### src/rtl/enable_table_loader.sv
// Enable table loader: skips earlier configurations in a byte stream, then writes one table's
// 2-bit entries (four per byte, MSB pair first). Optional checksum byte: ENABLE_TABLE_CHECKSUM_EN.
module enable_table_loader #(
    parameter int ADDR_BITS   = 9,
    parameter int CONFIG_BITS = 5
) (
    input  logic                   fpga_clk,
    input  logic                   rst_n,
    input  logic                   start,
    input  logic [CONFIG_BITS-1:0] config_sel,
    input  logic                   byte_valid,
    input  logic [7:0]             byte_data,
    output logic                   byte_ready,
    output logic                   table_we,
    output logic [1:0]             table_val,
    output logic [ADDR_BITS-1:0]   table_write_addr,
    output logic                   busy,
    output logic                   done,
    output logic                   error
);
    localparam int BPT = (2 ** ADDR_BITS) / 4;
`ifdef ENABLE_TABLE_CHECKSUM_EN
    localparam int STRIDE = BPT + 1;
`else
    localparam int STRIDE = BPT;
`endif
    // one spare bit so the checksum stride can never overflow the skip counter
    localparam int SKIP_W = CONFIG_BITS + ADDR_BITS - 1;

    typedef enum logic [2:0] {IDLE, SKIP, LOAD, UNPACK, CHECK, DONE} state_t;

    state_t                 state, state_nxt;
    logic [SKIP_W-1:0]      skip_cnt;
    logic [SKIP_W-1:0]      skip_init;
    logic [7:0]             sreg;
    logic [1:0]             slot;
    logic [ADDR_BITS-1:0]   addr;
    logic                   wrote;
    logic                   accept;

    assign skip_init = SKIP_W'(config_sel) * SKIP_W'(STRIDE);
    assign accept    = byte_valid & byte_ready;

    always_comb begin
        state_nxt  = state;
        byte_ready = 1'b0;
        case (state)
            IDLE:    if (start) state_nxt = (skip_init != '0) ? SKIP : LOAD;
            SKIP: begin
                byte_ready = 1'b1;
                if (byte_valid && skip_cnt == SKIP_W'(1)) state_nxt = LOAD;
            end
            LOAD: begin
                byte_ready = 1'b1;
                if (byte_valid) state_nxt = UNPACK;
            end
            UNPACK:  if (slot == 2'd3) state_nxt = (addr == '1) ? CHECK : LOAD;
            CHECK: begin
`ifdef ENABLE_TABLE_CHECKSUM_EN
                byte_ready = 1'b1;
                if (byte_valid) state_nxt = DONE;
`else
                state_nxt = DONE;
`endif
            end
            DONE:    state_nxt = IDLE;
            default: state_nxt = IDLE;
        endcase
    end

    // addr/sreg always hold the entry currently (or last) written, so outputs are stable between writes
    always_ff @(posedge fpga_clk) begin
        if (!rst_n) begin
            state    <= IDLE;
            skip_cnt <= '0;
            sreg     <= '0;
            slot     <= '0;
            addr     <= '0;
            wrote    <= 1'b0;
        end else begin
            state <= state_nxt;
            case (state)
                IDLE: if (start) begin
                    skip_cnt <= skip_init;
                    wrote    <= 1'b0;
                end
                SKIP: if (accept) skip_cnt <= skip_cnt - SKIP_W'(1);
                LOAD: if (accept) begin
                    sreg  <= byte_data;
                    slot  <= 2'd0;
                    addr  <= wrote ? addr + ADDR_BITS'(1) : '0;
                    wrote <= 1'b1;
                end
                UNPACK: if (slot != 2'd3) begin
                    slot <= slot + 2'd1;
                    sreg <= {sreg[5:0], 2'b00};
                    addr <= addr + ADDR_BITS'(1);
                end
                default: ;
            endcase
        end
    end

    assign table_we         = (state == UNPACK);
    assign table_val        = sreg[7:6];
    assign table_write_addr = addr;
    assign busy             = (state != IDLE);
    assign done             = (state == DONE);

`ifdef ENABLE_TABLE_CHECKSUM_EN
    logic [7:0] csum;
    logic       err_q;

    always_ff @(posedge fpga_clk) begin
        if (!rst_n) begin
            csum  <= '0;
            err_q <= 1'b0;
        end else if (state == IDLE && start) begin
            csum  <= '0;
            err_q <= 1'b0;
        end else if (state == LOAD && accept) begin
            csum <= csum ^ byte_data;
        end else if (state == CHECK && accept && byte_data != csum) begin
            err_q <= 1'b1;
        end
    end

    assign error = err_q;
`else
    assign error = 1'b0;
`endif
endmodule
### config.mk
export PLATFORM = sky130hd
export DESIGN_NAME = enable_table_loader
export DESIGN_NICKNAME = d
export VERILOG_FILES = /design/src/rtl/enable_table_loader.sv
export SDC_FILE = /design/constraint.sdc
export NUM_CORES = 1
export LEC_CHECK = 0
export BUFFER_PORTS_ARGS = -buffer_cell sky130_fd_sc_hd__buf_2
export CAP_MARGIN = 20
export CORE_ASPECT_RATIO = 0.75
export CORE_MARGIN = 10
export CORE_UTILIZATION = 60
export DETAILED_ROUTE_END_ITERATION = 8
export PLACE_DENSITY = 0.84
export SLEW_MARGIN = 20
export SYNTH_ARGS = -nofsm -noshare
export SYNTH_HDL_FRONTEND = slang
export SYNTH_SLANG_ARGS = --single-unit
### constraint.sdc
create_clock -name fpga_clk -period 5.2 [get_ports fpga_clk]
set_clock_uncertainty 0.1 [all_clocks]
set_input_delay 0.78 -clock fpga_clk [delete_from_list [all_inputs] [get_ports fpga_clk]]
set_output_delay 0.78 -clock fpga_clk [all_outputs]
set_load 0.02 [all_outputs]
==> results of run 1 <==
==> power breakdown <==
part	switching [mW]	total [mW]	internal (mW)
Clock	0.103	0.343	0.240
Sequential	0.0498	0.361	0.311
Combinational	0.160	0.280	0.120
==> path summary, 6_finish.rpt <==
path                            slack [ns]  cells after the start            to
worst min-delay path                  0.39                      2  skip_cnt[12]
worst min register to register        0.39                      2  skip_cnt[12]
worst max-delay path                  2.26                      3      table_we
worst max register to register        2.61                      4   skip_cnt[8]
==> kinds of logic (layout without fill, tap and decap cells) <==
kind of cell	count (synthesis)	count (layout)
other	1	1
and+or+nand+nor	97	97
AOI/OAI and AO/OA	54	54
xor gates and xnor gates	9	9
muxes	11	11
adders and majority gates	5	5
DFF	36	36
buffers and inverters	24	46
==> synthesized netlist by cell type (all sizes together) <==
cell type and number:
xor2 5, nand3 11, nor3 3, a21boi 6, a21o 2, and3b 1, o22ai 1, a2111oi 1
o211a 7, conb 1, mux2 1, nor2b 4, nor2 23, o21ai 2, a22oi 3, a21oi 12
nand4 5, mux2i 10, o22a 3, buf 6, nor4 2, or3 4, ha 5, a211oi 4
o221a 3, xnor2 4, or4 8, o2bb2ai 1, dfxtp 36, nand2b 4, nand3b 2, clkbuf 11
nand2 24, and2 1, inv 7, o41ai 1, o31ai 7, nand4b 2, nor3b 3, a41oi 1
==> placed cells by master, fill, tap and decap left out, types with 5 or more instances in the layout <==
cell	synthesis	final
dfxtp_1	36	36
buf_2	1	31
nand2_1	24	24
nor2_1	23	23
nand3_1	11	11
a21oi_1	12	11
mux2i_1	10	10
inv_1	7	7
o211a_1	7	7
o31ai_1	7	7
or4_1	6	6
a21boi_0	6	6
nand4_1	5	5
xor2_1	5	5
ha_1	5	5
clkbuf_8	0	5
==> cell type report <==
type | instances | area (µm²) | share of cell area
sequential | 36 | 720.7 | 0.3149
timing repair buffer | 31 | 155.1 | 0.06780
clock buffer | 5 | 68.82 | 0.03007
multi-input combinational | 177 | 1177 | 0.5145
clock inverter | 3 | 90.09 | 0.03937
tap | 40 | 50.05 | 0.02187
inverter | 7 | 26.28 | 0.01148
==> state kept, by name, indices dropped and copies added (netlist names) <==
register and count:
slot 2, table_write_addr 9, sreg 8, skip_cnt 13
wrote 1, state 3
==> metal layers <==
layer  global-route usage  routed length [µm]  part of all wire  up-vias
met3              0.04983                 438             0.095        8
met1               0.2045                2021              0.44      813
li1                     -                   -                 -      902
met5                    0                   0                 0        -
met4              0.03770                  68             0.015        0
met2               0.2316                2065              0.45       68
==> critical path: stages (launching register included) <==
cell	delay, ns
dfxtp_1	0.80
nand3b_1	0.57
inv_1	0.22
buf_2	0.20
==> flow_metrics.tcl, run 1 <==
set metrics [dict create \
    power_mw 0.9833 \
    stdcell_area_um2 2288 \
    fp.dieW_um 86.62 \
    fin_ws_ns 2.256 \
    cts_buffers 5 \
    place_inst 291 \
    worstHoldStart "skip_cnt[12]" \
    synth.avg_cell_area_um2 8.426 \
    ys_warn_count 0 \
    wl_um 4594 \
    synth_top_cell_area_share 0.3609 \
    cts_root_buf "clkbuf_8" \
    synth_compound_area_frac 0.2036 \
    finalCriticalPeriod_ns 2.944 \
    critPathKind "flip-flop to output port" \
    ios 33 \
    netlist_instances 237 \
    crit_path_start_kind "flip-flop" \
    dpl-instance-area_um2 2126 \
    clock_sinks 36 \
    p_leak_nw 1.018 \
    grt_max_degree 28 \
    place.gp.congestion 0.8560 \
    drtPass1Iterations 4 \
    fin_util 0.7056 \
    placementRows 18 \
    viasPerCell 5.990 \
    overflow 0 \
    vias 1791 \
    clockBufferDepth 2 \
    ys_seq_area_frac 0.3609 \
    finalSetupViolCount 0 \
    dpl_worst_slack_ns 2.635 \
    synth_top_area_cell "dfxtp_1" \
    hold_path_class "flip-flop to flip-flop" \
    worstSetupStartpoint "state[0]" \
    drive_above_1_share 0.1815 \
    area_growth_pct 14.60 \
    hold-worst-slack_ns 0.3931 \
    die_area_um2 6060 \
    synth-simple-area-share 0.2556 \
    drv_cap 0 \
    synth_top_family_by_area "simple AND/OR/NAND/NOR gates" \
    final.period_utilization 0.5661 \
    initial_core_util 0.6157 \
    rsz0062_at_grt "no" \
    timing.rr.start "state[0]" \
    antenna_left 0 \
    diodes 0 \
    hpwlAfterDp_um 3306 \
    antenna_found_initial 0 \
    synth_adder_area_share 0.03133 \
    max_clock_freq_ghz 0.3397 \
    tightest_slew_ns 1.152 \
    drt_iter0_markers 147 \
    tns_ns 0 \
    synthTopCellsByArea "dfxtp_1 (36%), mux2i_1 (5.0%), nand2_1 (4.5%), nor2_1 (4.3%), o211a_1 (3.5%)" \
    synth_cell_types 46 \
    hold_viol_final 0 \
    grt.total_usage 0.1535 \
    netlist_area_um2 1997 \
    core-area_um2 3243 \
    wl_per_cell_um 15.36 \
    hold_buffers 0 \
    clock_latency_ns 0.28 \
    clk_pin_slew_worst_paths_ns 0.07 \
    irDropWorstVdd_v 0.0003593 \
    arrival_ns 2.06 \
    fin_cells 299 \
    cp-end-kind "output port" \
    n_fill_cell 268 \
    dieHeight_um 69.96 \
    synth_seq_cells 36 \
    power_density_nw_per_um2 429.7 \
    htree_levels 2 \
    ctsResizeCount 0 \
    portBuffers 31 \
    grt_pass1_vias 1694 \
    synthMuxAreaShare 0.05576 \
    drc 0 \
    cts_tree "yes" \
    worstPathMaxFanout 22 \
    grt_first_pass_wirelength_um 7955 \
    post_cts_buffers 0 \
    nets 280 \
    syn_nets 259 \
    slew_violations 0 \
    status "finished clean" \
    synth_xor_area_frac 0.03947 \
    crit_required_ns 4.32 \
    relSlewSlack 0.2303 \
]
No activity file was read; power rests on OpenSTA's default activity.
==> run 2: changes to the inputs <==
CORE_UTILIZATION = 50   (was 60)
PLACE_DENSITY = 0.75   (was 0.84)
clock period = 2.53 ns   (was 5.2 ns; I/O delays follow)
==> flow_metrics.tcl, run 2 (synthesis results as in run 1) <==
set metrics [dict create \
    max_clock_freq_ghz 0.4787 \
    hold_path_class "input pin to flip-flop" \
    diodes 0 \
    wl_per_cell_um 14.42 \
    overflow 0 \
    hold_viol_final 0 \
    fin_util 0.6156 \
    finalSetupViolCount 0 \
    cts_root_buf "clkbuf_8" \
    grt_max_degree 28 \
    slew_violations 0 \
    regMostFlops "skip_cnt" \
    post_cts_buffers 0 \
    vias 1767 \
    ios 33 \
    hpwlAfterDp_um 3372 \
    drtPass1Iterations 4 \
    dieHeight_um 74.73 \
    fp.dieW_um 92.98 \
    finalCriticalPeriod_ns 2.089 \
    clock_latency_ns 0.28 \
    cts_tree "yes" \
    dpl_worst_slack_ns 0.4618 \
    die_area_um2 6948 \
    mostFrequentLayoutCell "dfxtp_1" \
    worstHoldStart "byte_data[1]" \
    n_fill_cell 351 \
    clock_sinks 36 \
    tightest_slew_ns 0.6352 \
    critPathKind "flip-flop to flip-flop" \
    worstSetupStartpoint "state[1]" \
    drv_cap 0 \
    initial_core_util 0.5316 \
    relSlewSlack 0.5656 \
    drc 0 \
    hold_buffers 0 \
    irDropWorstVdd_v 0.0005795 \
    p_leak_nw 1.033 \
    drt_iter0_markers 87 \
    worstPathMaxFanout 15 \
    status "finished clean" \
    core-area_um2 3756 \
    grt_first_pass_wirelength_um 7707 \
    antenna_found_initial 0 \
    place.gp.congestion 0.8381 \
    power_density_nw_per_um2 810.0 \
    cp_slowest_cell "dfxtp_1" \
    ctsResizeCount 0 \
    grt_pass1_vias 1629 \
    final_cell_mix "dfxtp_1 (36), buf_2 (31), nand2_1 (24)" \
    antenna_left 0 \
    crit_required_ns 2.65 \
    area_growth_pct 15.79 \
    final.period_utilization 0.8256 \
    cp-end-kind "flip-flop" \
    clockBufferDepth 2 \
    portBuffers 31 \
    rsz0062_at_grt "no" \
    htree_levels 2 \
    placementRows 19 \
    crit_chain "nand2b_1 > a21o_1 > or4_1 > a21oi_1" \
    fin_ws_ns 0.4412 \
    nets 286 \
    timing.rr.start "state[1]" \
    largest_reg_flops 13 \
    viasPerCell 5.574 \
    arrival_ns 2.20 \
    tns_ns 0 \
    drive_above_1_share 0.1962 \
    grt.total_usage 0.1362 \
    cts_buffers 5 \
    crit_path_start_kind "flip-flop" \
    regArea_um2 720.7 \
    slowest_delay_ns 0.64 \
    clk_pin_slew_worst_paths_ns 0.07 \
    wl_um 4571 \
    multi_input_area_um2 1174 \
]
==> run 2: final timing paths <==
| check | to | slack (ns) | depth (start not counted) |
|---|---|---|---|
| min reg2reg | slot[1] | 0.37 | 2 |
| min | sreg[1] | 0.26 | 3 |
| max | table_write_addr[7] | 0.44 | 4 |
| max reg2reg | table_write_addr[7] | 0.44 | 4 |
==> run 2: through the flow <==
stage          total power, mW  cell area (µm²)  instances  hold WS [ns]
2_1_floorplan            1.198             1997        237        0.3447
3_3_place_gp             1.323             2186        309        0.3549
3_5_place_dp             1.334             2186        309        0.3673
4_1_cts                  1.885             2312        317        0.2533
5_1_grt                  1.982             2312        317        0.2663
6_report                 1.873             2312        317        0.2566
==> run 2: area by class of cell <==
class | instances | share of cell area
inverters | 7 | 0.01136
clock inverters | 1 | 0.01299
well taps | 52 | 0.02814
multi-input cells | 177 | 0.5076
flip-flops and latches | 36 | 0.3117
clock buffers | 7 | 0.04167
repair buffers | 37 | 0.08658
==> run 2: worst max-delay path, delay by kind of cell (launching register included) <==
kind             cells  cell delay (ns)
AO/OA/AOI/OAI        2             0.50
AND/OR/NAND/NOR      2             0.78
flip-flops           1             0.64
==> run 2: layer usage <==
layer / track usage / wire, µm
met3: 0.05263 / 386
met1: 0.1856 / 2291
met5: 0 / 0
met2: 0.1955 / 1846
met4: 0.03584 / 46
==> run 2: report_power, final <==
group / internal [mW] / switching (mW) / total [mW]
Sequential: 0.640 / 0.0920 / 0.732
Clock: 0.348 / 0.198 / 0.546
Combinational: 0.263 / 0.332 / 0.596
Total: 1.25 / 0.622 / 1.87
